$ cat src/rtl/mc_ctrl_if.sv
// Control bundle between the multi-cycle controller and the CPU datapath.
// Latency: none, wires only.
// Backpressure: none; the datapath follows the controller every cycle.
interface mc_ctrl_if #(
  parameter int RET_W = 32
);
  logic [31:0]      instr;
  logic             zero;
  logic [1:0]       regdst;
  logic             alusrc;
  logic [1:0]       memtoreg;
  logic             regwe;
  logic             memwe;
  logic             branch;
  logic [1:0]       jump;
  logic [1:0]       extop;
  logic [1:0]       aluop;
  logic             pcwe;
  logic             irwe;
  logic [2:0]       state;
  logic             retire;
  logic [RET_W-1:0] retired;
  logic             illegal;

  // Controller side.
  modport master (
    input  instr, zero,
    output regdst, alusrc, memtoreg, regwe, memwe, branch, jump, extop, aluop,
           pcwe, irwe, state, retire, retired, illegal
  );

  // Datapath side.
  modport slave (
    output instr, zero,
    input  regdst, alusrc, memtoreg, regwe, memwe, branch, jump, extop, aluop,
           pcwe, irwe, state, retire, retired, illegal
  );
endinterface

$ cat src/rtl/mc_ctrl.sv
// Multi-cycle CPU control unit: decodes IR and steps FETCH/DECODE/EXE/MEM/WB.
// Latency: 2-5 cycles per instruction depending on class; selects are combinational.
// Backpressure: none; the datapath is assumed to complete every step in one cycle.
module mc_ctrl #(
  parameter int RET_W = 32
) (
  input logic       clk,
  input logic       rst,
  mc_ctrl_if.master bus
);

  typedef enum logic [2:0] {
    S_FETCH  = 3'd0,
    S_DECODE = 3'd1,
    S_EXE    = 3'd2,
    S_MEM    = 3'd3,
    S_WB     = 3'd4
  } state_t;

  typedef enum logic [3:0] {
    K_ADDU, K_SUBU, K_JR, K_ORI, K_LW, K_SW, K_BEQ, K_LUI, K_J, K_JAL, K_ILL
  } kind_t;

  state_t           state_q;
  logic [RET_W-1:0] retired_q;
  kind_t            kind;
  logic [5:0]       op;
  logic [5:0]       funct;
  logic             active;

  // Branch resolution lives in the datapath next-PC logic, so the zero flag
  // and the register/immediate fields are not needed here.
  logic unused_bits;
  assign unused_bits = ^{bus.zero, bus.instr[25:6]};

  assign op    = bus.instr[31:26];
  assign funct = bus.instr[5:0];

  // Selects only drive the datapath once IR holds the instruction (DECODE onward).
  assign active = rst && (state_q == S_DECODE || state_q == S_EXE ||
                          state_q == S_MEM    || state_q == S_WB);

  // Classify the instruction in IR.
  always_comb begin
    kind = K_ILL;
    case (op)
      6'b000000: begin
        case (funct)
          6'b100001: kind = K_ADDU;
          6'b100011: kind = K_SUBU;
          6'b001000: kind = K_JR;
          default:   kind = K_ILL;
        endcase
      end
      6'b001101: kind = K_ORI;
      6'b100011: kind = K_LW;
      6'b101011: kind = K_SW;
      6'b000100: kind = K_BEQ;
      6'b001111: kind = K_LUI;
      6'b000010: kind = K_J;
      6'b000011: kind = K_JAL;
      default:   kind = K_ILL;
    endcase
  end

  // Datapath selects, held for the whole instruction and zero in FETCH/reset.
  always_comb begin
    bus.regdst   = 2'b00;
    bus.alusrc   = 1'b0;
    bus.memtoreg = 2'b00;
    bus.branch   = 1'b0;
    bus.jump     = 2'b00;
    bus.extop    = 2'b00;
    bus.aluop    = 2'b00;
    if (active) begin
      case (kind)
        K_ADDU: begin
          bus.regdst = 2'b01;
          bus.aluop  = 2'b00;
        end
        K_SUBU: begin
          bus.regdst = 2'b01;
          bus.aluop  = 2'b01;
        end
        K_ORI: begin
          bus.alusrc = 1'b1;
          bus.extop  = 2'b00;
          bus.aluop  = 2'b10;
        end
        K_LUI: begin
          bus.alusrc = 1'b1;
          bus.extop  = 2'b10;
          bus.aluop  = 2'b00;
        end
        K_LW: begin
          bus.alusrc   = 1'b1;
          bus.extop    = 2'b01;
          bus.memtoreg = 2'b01;
        end
        K_SW: begin
          bus.alusrc = 1'b1;
          bus.extop  = 2'b01;
        end
        K_BEQ: begin
          bus.aluop  = 2'b01;
          bus.branch = 1'b1;
        end
        K_J: bus.jump = 2'b01;
        K_JAL: begin
          bus.jump     = 2'b01;
          bus.regdst   = 2'b10;
          bus.memtoreg = 2'b10;
        end
        K_JR:    bus.jump = 2'b10;
        default: ;
      endcase
    end
  end

  // Write enables per state; decoded from the live state because IR is only
  // valid from DECODE, so DECODE-cycle enables cannot be precomputed a cycle early.
  always_comb begin
    bus.irwe    = 1'b0;
    bus.pcwe    = 1'b0;
    bus.regwe   = 1'b0;
    bus.memwe   = 1'b0;
    bus.illegal = 1'b0;
    if (rst) begin
      case (state_q)
        S_FETCH: bus.irwe = 1'b1;
        S_DECODE: begin
          if (kind == K_J || kind == K_JAL || kind == K_JR || kind == K_ILL)
            bus.pcwe = 1'b1;
          if (kind == K_JAL) bus.regwe = 1'b1;
          if (kind == K_ILL) bus.illegal = 1'b1;
        end
        S_EXE: begin
          if (kind == K_BEQ) bus.pcwe = 1'b1;
        end
        S_MEM: begin
          if (kind == K_SW) begin
            bus.memwe = 1'b1;
            bus.pcwe  = 1'b1;
          end
        end
        S_WB: begin
          bus.regwe = 1'b1;
          bus.pcwe  = 1'b1;
        end
        default: ;
      endcase
    end
  end

  // A skipped illegal instruction moves the PC but is not counted as retired.
  assign bus.retire  = bus.pcwe && !bus.illegal;
  assign bus.state   = state_q;
  assign bus.retired = retired_q;

  // Sequencer and retired-instruction counter.
  always_ff @(posedge clk) begin
    if (!rst) begin
      state_q   <= S_FETCH;
      retired_q <= '0;
    end else begin
      if (bus.retire) retired_q <= retired_q + {{(RET_W-1){1'b0}}, 1'b1};
      case (state_q)
        S_FETCH: state_q <= S_DECODE;
        S_DECODE: begin
          if (kind == K_J || kind == K_JAL || kind == K_JR || kind == K_ILL)
            state_q <= S_FETCH;
          else
            state_q <= S_EXE;
        end
        S_EXE: begin
          if (kind == K_BEQ)                     state_q <= S_FETCH;
          else if (kind == K_LW || kind == K_SW) state_q <= S_MEM;
          else                                   state_q <= S_WB;
        end
        S_MEM: begin
          if (kind == K_LW) state_q <= S_WB;
          else              state_q <= S_FETCH;
        end
        S_WB:    state_q <= S_FETCH;
        default: state_q <= S_FETCH;
      endcase
    end
  end

endmodule
$ cat src/flat_wrapper.sv
// flat-port wrapper written by rule: the top's interface ports become plain ports
module mc_ctrl_flat 
#(
  parameter int RET_W = 32
)
  (clk, rst, bus_instr, bus_zero, bus_regdst, bus_alusrc, bus_memtoreg, bus_regwe, bus_memwe, bus_branch, bus_jump, bus_extop, bus_aluop, bus_pcwe, bus_irwe, bus_state, bus_retire, bus_retired, bus_illegal);
  mc_ctrl_if #(.RET_W(RET_W)) bus_i ();
  input logic clk;
  input logic rst;
  input wire logic [$bits(bus_i.instr)-1:0] bus_instr;
  input wire logic [$bits(bus_i.zero)-1:0] bus_zero;
  output wire logic [$bits(bus_i.regdst)-1:0] bus_regdst;
  output wire logic [$bits(bus_i.alusrc)-1:0] bus_alusrc;
  output wire logic [$bits(bus_i.memtoreg)-1:0] bus_memtoreg;
  output wire logic [$bits(bus_i.regwe)-1:0] bus_regwe;
  output wire logic [$bits(bus_i.memwe)-1:0] bus_memwe;
  output wire logic [$bits(bus_i.branch)-1:0] bus_branch;
  output wire logic [$bits(bus_i.jump)-1:0] bus_jump;
  output wire logic [$bits(bus_i.extop)-1:0] bus_extop;
  output wire logic [$bits(bus_i.aluop)-1:0] bus_aluop;
  output wire logic [$bits(bus_i.pcwe)-1:0] bus_pcwe;
  output wire logic [$bits(bus_i.irwe)-1:0] bus_irwe;
  output wire logic [$bits(bus_i.state)-1:0] bus_state;
  output wire logic [$bits(bus_i.retire)-1:0] bus_retire;
  output wire logic [$bits(bus_i.retired)-1:0] bus_retired;
  output wire logic [$bits(bus_i.illegal)-1:0] bus_illegal;
  assign bus_i.instr = bus_instr;
  assign bus_i.zero = bus_zero;
  assign bus_regdst = bus_i.regdst;
  assign bus_alusrc = bus_i.alusrc;
  assign bus_memtoreg = bus_i.memtoreg;
  assign bus_regwe = bus_i.regwe;
  assign bus_memwe = bus_i.memwe;
  assign bus_branch = bus_i.branch;
  assign bus_jump = bus_i.jump;
  assign bus_extop = bus_i.extop;
  assign bus_aluop = bus_i.aluop;
  assign bus_pcwe = bus_i.pcwe;
  assign bus_irwe = bus_i.irwe;
  assign bus_state = bus_i.state;
  assign bus_retire = bus_i.retire;
  assign bus_retired = bus_i.retired;
  assign bus_illegal = bus_i.illegal;
  mc_ctrl #(.RET_W(RET_W)) u_core (.clk(clk), .rst(rst), .bus(bus_i));
endmodule
$ cat config.mk
export PLATFORM = sky130hd
export DESIGN_NAME = mc_ctrl_flat
export DESIGN_NICKNAME = d
export VERILOG_FILES = /design/src/rtl/mc_ctrl_if.sv /design/src/rtl/mc_ctrl.sv /design/src/flat_wrapper.sv
export SDC_FILE = /design/constraint.sdc
export NUM_CORES = 1
export LEC_CHECK = 0
export ABC_AREA = 1
export CAP_MARGIN = 10
export CORE_UTILIZATION = 45
export CTS_CLUSTER_DIAMETER = 40
export DETAILED_ROUTE_END_ITERATION = 6
export HOLD_SLACK_MARGIN = 0.02
export PLACE_DENSITY = 0.79
export RECOVER_POWER = 50
export SLEW_MARGIN = 20
export SYNTH_ARGS = -nofsm -noshare
export SYNTH_HDL_FRONTEND = slang
export SYNTH_SLANG_ARGS = --single-unit
$ cat constraint.sdc
create_clock -name clk -period 3.45 [get_ports clk]
set_input_delay 1.035 -clock clk [delete_from_list [all_inputs] [get_ports clk]]
set_output_delay 1.035 -clock clk [all_outputs]
set_load 0.03 [all_outputs]
# Word level (Yosys, flattened, before mapping)
# Cells that the tools add are included.
# W data, S select, Z words.
[totals]
output_inout_bits = 53
ff_bits = 35
elab_cells = 80
in_bits = 35
[op_classes]
mux = 35
n_addsub = 1
n_eq_ne = 24
reduce_logical = 18
[ops]
columns = ["operator", "n"]
rows = [
  ["$add A32 B1 Y32 const B", 1],
  ["$pmux W4 S8", 1],
  ["$eq A6 B6 Y1 const B", 4],
  ["$pmux W2 S2", 5],
  ["$eq A6 B4 Y1 const B", 3],
  ["$eq A4 B3 Y1 const B", 4],
  ["$mux W1", 16],
  ["$eq A4 B4 Y1 const B", 3],
  ["$eq A6 B2 Y1 const B", 2],
  ["$mux W2", 6],
  ["$pmux W3 S4", 1],
  ["$pmux W4 S3", 1],
  ["$mux W3", 3],
  ["$eq A4 B2 Y1 const B", 2],
  ["$reduce_or A2 Y1", 4],
  ["$logic_or A1 B1 Y1", 7],
  ["$eq A3 B2 Y1 const B", 2],
  ["$eq A6 B3 Y1 const B", 1],
  ["$logic_not A6 Y1", 1],
  ["$eq A4 B1 Y1 const B", 1],
  ["$logic_not A4 Y1", 1],
  ["$pmux W1 S4", 1],
  ["$reduce_or A4 Y1", 1],
  ["$eq A3 B1 Y1 const B", 1],
  ["other kinds (5)", 6],
]

# Depth between registers and ports, before layout
# Gate-level depths: netlist of run 1.
[logic_depth]
word_depth = 11
ltp_mapped = 14
mapped_depth_nobuf = 14

# Worst setup path after synthesis of run 1
# No wires, ideal clock.
[synth_timing]
path_kind = "input-to-output"
startpoint = "input port rst"
endpoint = "output port bus_aluop[0]"
t_arrival_ns = 2.916
stages = 7
required_time_ns = 2.415
n_path_buf = 1
path_slack_ns = -0.501
path_cell_list = "buf_2 > clkinv_1 > nor2_1 > a21oi_2 > nor3_1 > nand2_1 > o21ai_0"
[synth_via]
elab_chain_cells = 2
[synth_lines]
columns = ["element", "line", "rtl"]
rows = [
  ["from (decl)", "flat_wrapper.sv:9", "input logic rst;"],
  ["$logic_and A1 B1 Y1", "mc_ctrl.sv:40", "assign active = rst && (state_q == S_DECODE || state_q == S_EXE ||"],
  ["$mux W2", "mc_ctrl.sv:75", "if (active) begin"],
  ["to (decl)", "flat_wrapper.sv:20", "output wire logic [$bits(bus_i.aluop)-1:0] bus_aluop;"],
]
# No other way between the ends.

# Worst setup path in the final report of run 1
[layout_timing]
startpoint = "input port bus_instr[31]"
endpoint = "output port bus_aluop[0]"
[layout_via]
elab_chain_cells = 6
elab_cells_between_ends = 15
cone_classes = "eq/ne (10); mux (3); reduce/logical (2)"
[layout_lines]
columns = ["element", "line", "rtl"]
rows = [
  ["from (decl)", "flat_wrapper.sv:10", "input wire logic [$bits(bus_i.instr)-1:0] bus_instr;"],
  ["$eq A6 B2 Y1, or another cell as far along", "mc_ctrl.sv:46", "case (op)"],
  ["$pmux W4 S8 *", "mc_ctrl.sv:46", ""],
  ["$eq A4 B1 Y1 / $eq A4 B3 Y1 (equally long branches)", "mc_ctrl.sv:76", "case (kind)"],
  ["$reduce_or A2 Y1 (no line)", "-", ""],
  ["$pmux W2 S2 *", "mc_ctrl.sv:76", ""],
  ["$mux W2 *", "mc_ctrl.sv:75", ""],
]
# Mark *: on every way between the ends. The rest lies on a longest branch, timed or not.

==> reports/qor.yml, run 1 <==
status: "finished with violations"
violations: "negative setup slack"
clkSinkCount: 35
grt_pass1_vias: 2947
synth_most_common_cell: "nand2_1"
cp_max_fo: 5
crit_type: "in2out"
worst_setup_path_end_kind: "output pin"
fp.dieW_microns: 79.1
synth_area_leaders: "dfxtp_1 (26%), nand2_1 (15%), nand4_1 (9.1%)"
ctsRootBufferMaster: "clkbuf_8"
gr-usage-all-layers: 0.266
dieArea_sq_mm: 0.00626
worstPathRequired_ns: 2.41
routedWlPerCell_microns: 13.7
synthTopCellsByCount: "nand2_1 (110), nor2_1 (53), inv_1 (39), nand4_1 (39), dfxtp_1 (35)"
final_area_sq_mm: 0.00371
grt_first_pass_wirelength_microns: 13300
power.leakage_nw: 1.57
slew_headroom: 0.547
num-nets-final: 551
numPortBuffers: 66
clock_latency_ns: 0.29
clockBufferDepth: 2
crit_arrival_ns: 2.44
syn-num-nets: 460
gp_congestion: 0.922
drive_above_1_share: 0.216
ys_warn_count: 0
pwr_density_cell_mw_per_mm2: 242
fin_crit_ns: 3.48
synth.distinct_cells: 33
cts_tree: "done"
first_pass_iters: 5
tightest_slew_ns: 0.680
synth_area_leader_cell: "dfxtp_1"
synthCells: 424
rrSetupSlack_ns: 1.18
synth_seq_cells: 35
synth_ff_type: "dfxtp_1"
holdPathStages: 2
start_util: 0.477
cts.clk_slew.worst_paths_ns: 0.07
rows: 27
dp_hpwl_microns: 5950
synth_area_sq_mm: 0.00268
antenna_found_initial: 0
avgSynthCellArea_sq_um: 6.32
htree_levels: 2
drc: 0
peakVddDrop_mv: 0.274
max_freq_mhz: 288
setup_violations: 1
grt_start_max_net_pins: 35
async_reset_ff_frac: 0
rsz0062_at_grt: "yes"
finalHoldViolations: 0
antenna_left: 0
fill_cells: 526
die_h_microns: 79.1
stdcell_count: 587
r2r_start: "u_core.bus.state[2]$_SDFF_PN0_"
seq_area_frac_synth: 0.262
cts_made_buffers: 5
reg2regPathDepth: 9
timing.rr.end: "u_core.bus.retired[5]$_SDFFE_PN0P_"
hold_buffers: 0
vias: 3153
crit_start: "bus_instr[31]"
start_kind: "input pin"
clock_skew_ns: 0.00538
placed_cells: 571
coreArea_sq_mm: 0.00561
synth_top_area_frac: 0.262
drt_iter0_markers: 176
final.period_utilization: 1.01
min_from: "u_core.bus.retired[6]$_SDFFE_PN0P_"
max_cap_viol_count: 0
setup_slack_ns: -0.0267
synth-edff-count: 0
viasPerCell: 5.37
placed_area_sq_mm: 0.00350
hold_class: "reg2reg"
slew_violations: 0
io_pins: 88
syn2layout_area_growth_pct: 38.7
n_antenna_cell: 0
overflow: 0
postRouteWirelength_microns: 8050
hold_end: "u_core.bus.retired[6]$_SDFFE_PN0P_"
==> cells in the final DEF, fill, tap and decap left out, types with 2 or more instances in the layout <==
cell	instances
nor3_2	2
nor2_2	5
a21oi_1	32
dfxtp_1	35
xnor2_1	11
clkdlybuf4s15_1	2
nor3_1	18
nand3_2	5
clkbuf_8	6
nor2_4	7
inv_1	35
nand3b_1	5
nor2_1	47
buf_4	49
xor2_1	14
buf_2	3
nand2_2	8
inv_2	5
clkinv_2	2
nand3_4	3
dlygate4sd3_1	35
clkbuf_2	4
nand2_1	106
nand3_1	18
buf_6	3
dlygate4sd2_1	3
nand4_1	39
==> state kept, by name, summed over array words and instances, names as in the netlist <==
| name | count |
|---|---|
| u_core.bus.retired | 32 |
| u_core.bus.state | 3 |
==> layer usage <==
layer / vias up / global-route usage / wire length [microns] / share of wire
met4: 0 / 0.116 / 246 / 0.031
li1: 1588 / - / - / -
met1: 1427 / 0.350 / 3590 / 0.45
met2: 112 / 0.424 / 3740 / 0.47
met5: - / 0 / 0 / 0
met3: 26 / 0.0448 / 467 / 0.058
==> area by class of cell <==
class / instances / area [sq um] / share of cell area
Clock buffer: 6 / 82.6 / 0.0222
Sequential cell: 35 / 701 / 0.189
Multi-Input combinational cell: 331 / 1820 / 0.490
Tap cell: 72 / 90.1 / 0.0243
Timing Repair Buffer: 101 / 861 / 0.232
Clock inverter: 1 / 5.00 / 0.00135
Inverter: 41 / 155 / 0.0418
==> kinds of logic after synthesis <==
| logic type | share of synthesized area |
|---|---|
| buffers and inverters | 0.100 |
| AOI/OAI and AO/OA | 0.0752 |
| xor gates and xnor gates | 0.0818 |
| adders and majority gates | 0.00467 |
| DFF | 0.262 |
| and+or+nand+nor | 0.476 |
==> through the flow <==
step                worst slack (ns)  total power, mW  utilization  setup TNS (ns)  hold slack (ns)
CTS                          0.00937            0.898        0.656               0            0.515
detailed placement            -0.409            0.588        0.624           -4.05            0.505
global route                  -0.125            0.938        0.662          -0.303            0.541
finish                       -0.0267            0.898        0.662         -0.0267            0.517
global placement              -0.351            0.585        0.624           -3.37            0.486
floorplan                     -0.141            0.530            -          -0.304            0.602
==> power by group <==
part	total (mW)	internal (mW)	switching (mW)
registers	0.412	0.407	0.00522
clock network	0.306	0.157	0.150
logic	0.179	0.0615	0.117
total	0.898	0.625	0.272
==> worst max path at each step <==
stage                              end  slack, ns  cells after the start
after floorplan           bus_aluop[0]      -0.14                      7
after global placement      bus_retire      -0.35                     13
after detailed placement    bus_retire      -0.41                     13
after CTS                   bus_retire      0.009                     13
after global routing      bus_aluop[0]      -0.12                      9
final                     bus_aluop[0]      -0.03                      9
==> timing repair <==
action,CTS,global route
setup buffers,6,3
gates resized for setup,49,19
setup endpoints to repair,16,9
endpoints found under the hold margin,0,0
pin swaps,20,18
==> critical path, cell delays in order <==
cell	delay [ns]
buf_6	0.10
nor2_4	0.16
nand4_1	0.22
nand4_1	0.20
nand4_1	0.18
nor3_4	0.22
nand2_1	0.07
o21ai_1	0.07
buf_4	0.17
Note: power is estimated with default switching activity, not from simulation.
==> run 2, diff against run 1 <==
--- a/config.mk
+++ b/config.mk
@@ -17,3 +17,4 @@
 export SYNTH_ARGS = -nofsm -noshare
 export SYNTH_HDL_FRONTEND = slang
 export SYNTH_SLANG_ARGS = --single-unit
+export TNS_END_PERCENT = 20
==> run 2 against run 1 <==
Net effect: global-route usage is 0.060 points higher; first-iteration DRC count grew 22%; die area unchanged; final cell count up 0.85%; the run now ends clean; critical path depth grew 4; worst setup slack better by 0.063 ns; maximum frequency up 1.8%; highest routed layer unchanged; largest cell class unchanged.
==> reports/qor.yml, run 2 (synthesized netlist as in run 1, its figures left out) <==
status: "finished, final reports clean"
largest_register_ffs: 32
gr-usage-all-layers: 0.267
syn2layout_area_growth_pct: 40.4
vias: 3152
dieArea_sq_mm: 0.00626
clock_skew_ns: 0.00524
worst_setup_path_end_kind: "output pin"
hold_class: "reg2reg"
fp.dieW_microns: 79.1
clkSinkCount: 35
grt_pass1_vias: 2814
finalHoldViolations: 0
final.period_utilization: 0.990
gp_congestion: 0.956
clockBufferDepth: 2
cts.clk_slew.worst_paths_ns: 0.07
ctsRootBufferMaster: "clkbuf_8"
max_freq_mhz: 293
dp_hpwl_microns: 6100
pwr_density_cell_mw_per_mm2: 248
peakVddDrop_mv: 0.191
coreArea_sq_mm: 0.00561
worstPathRequired_ns: 2.41
drc: 0
max_cap_viol_count: 0
mostFrequentLayoutCells: "nand2_1 (107), buf_4 (55), nor2_1 (46), nand4_1 (39), inv_1 (36)"
overflow: 0
viasPerCell: 5.32
cts_made_buffers: 5
grt_first_pass_wirelength_microns: 13300
tightest_slew_ns: 0.475
crit_arrival_ns: 2.38
cp_max_fo: 3
first_pass_iters: 5
htree_levels: 2
crit_type: "in2out"
drt_iter0_markers: 215
drive_above_1_share: 0.219
n_antenna_cell: 0
power.leakage_nw: 1.47
num-nets-final: 555
p_total_uw: 932
rows: 27
antenna_found_initial: 0
rsz0062_at_grt: "yes"
clock_latency_ns: 0.29
grt_start_max_net_pins: 35
slew_headroom: 0.682
fin_crit_ns: 3.41
start_util: 0.477
timing.hold.ws_ns: 0.504
start_kind: "input pin"
setup_violations: 0
antenna_left: 0
die_h_microns: 79.1
fill_cells: 531
final_common_cell: "nand2_1"
postRouteWirelength_microns: 8280
cts_tree: "done"
io_pins: 88
slew_violations: 0
numPortBuffers: 66
routedWlPerCell_microns: 14.0
run 2: cell count changes in the layout (fill, tap and decap cells not counted), moves of 2 or more:
cell             change
clkdlybuf4s50_1     +35
dlygate4sd3_1       -35
buf_4                +6
clkbuf_2             -2
clkdlybuf4s15_1      -2
clkinv_2             -2
dlygate4sd2_1        +2
nor2_2               +2
run 2: path summary, 6_finish.rpt:
| path | from | to | slack (ns) | cells past startpoint |
|---|---|---|---|---|
| worst max-delay path | bus_instr[29] | bus_retire | 0.04 | 13 |
| worst min-delay path | u_core.bus.retired[31]$_SDFFE_PN0P_ | u_core.bus.retired[31]$_SDFFE_PN0P_ | 0.50 | 2 |
| worst min register to register | u_core.bus.retired[31]$_SDFFE_PN0P_ | u_core.bus.retired[31]$_SDFFE_PN0P_ | 0.50 | 2 |
| worst max register to register | u_core.bus.retired[0]$_SDFFE_PN0P_ | u_core.bus.retired[26]$_SDFFE_PN0P_ | 1.40 | 9 |
run 2: critical path, stage by stage:
cell and delay, ns:
buf_2 0.13, nor2_4 0.14, nand2_2 0.10, nor2_4 0.14, nand2_2 0.07, nand2_2 0.09, nand3_2 0.10, nand2_2 0.11
nand3_4 0.08, nand2_4 0.11, nand3_4 0.07, inv_2 0.07, buf_6 0.12
run 2: cell type report:
class	instances	area, sq um	area share
sequential	35	701	0.186
multi-input combinational	331	1810	0.481
inverter	41	155	0.0413
clock buffer	8	100	0.0266
timing repair buffer	105	905	0.241
tap	72	90.1	0.0240
run 2: power by group:
part / switching (mW) / internal [mW]
Clock: 0.156 / 0.182
Sequential: 0.00522 / 0.407
Combinational: 0.116 / 0.0658
run 2: timing repair:
item,4_1_cts,5_1_grt
hold buffers,0,0
setup endpoints to repair,16,11
gates resized for setup,47,18
setup buffers,4,5
pin swaps,19,16
run 2: stage by stage:
step | util | area, sq um | TNS (ns) | cells | setup WS (ns)
floorplan | - | 2700 | -0.342 | 424 | -0.141
CTS | 0.660 | 3700 | -0.00932 | 587 | -0.00932
finish | 0.670 | 3760 | 0 | 592 | 0.0361
global route | 0.670 | 3760 | -0.262 | 592 | -0.107
global placement | 0.629 | 3520 | -3.25 | 575 | -0.335
detailed placement | 0.629 | 3520 | -3.80 | 575 | -0.394
run 2: routing by layer:
| layer | wire (microns) | share of wire | global-route usage | vias to the layer above |
|---|---|---|---|---|
| met4 | 104 | 0.013 | 0.0655 | 0 |
| met2 | 3940 | 0.48 | 0.449 | 109 |
| met5 | 0 | 0 | 0 | - |
| met1 | 3770 | 0.45 | 0.344 | 1430 |
| li1 | - | - | - | 1598 |
| met3 | 466 | 0.056 | 0.0552 | 15 |
==> run 3, diff against run 2 <==
--- a/config.mk
+++ b/config.mk
@@ -13,7 +13,7 @@
 export HOLD_SLACK_MARGIN = 0.02
 export PLACE_DENSITY = 0.79
 export RECOVER_POWER = 50
-export SLEW_MARGIN = 20
+export SLEW_MARGIN = 5
 export SYNTH_ARGS = -nofsm -noshare
 export SYNTH_HDL_FRONTEND = slang
 export SYNTH_SLANG_ARGS = --single-unit
==> results of run 3 <==
Final layout, timing and power as in run 2 (identical DEF).
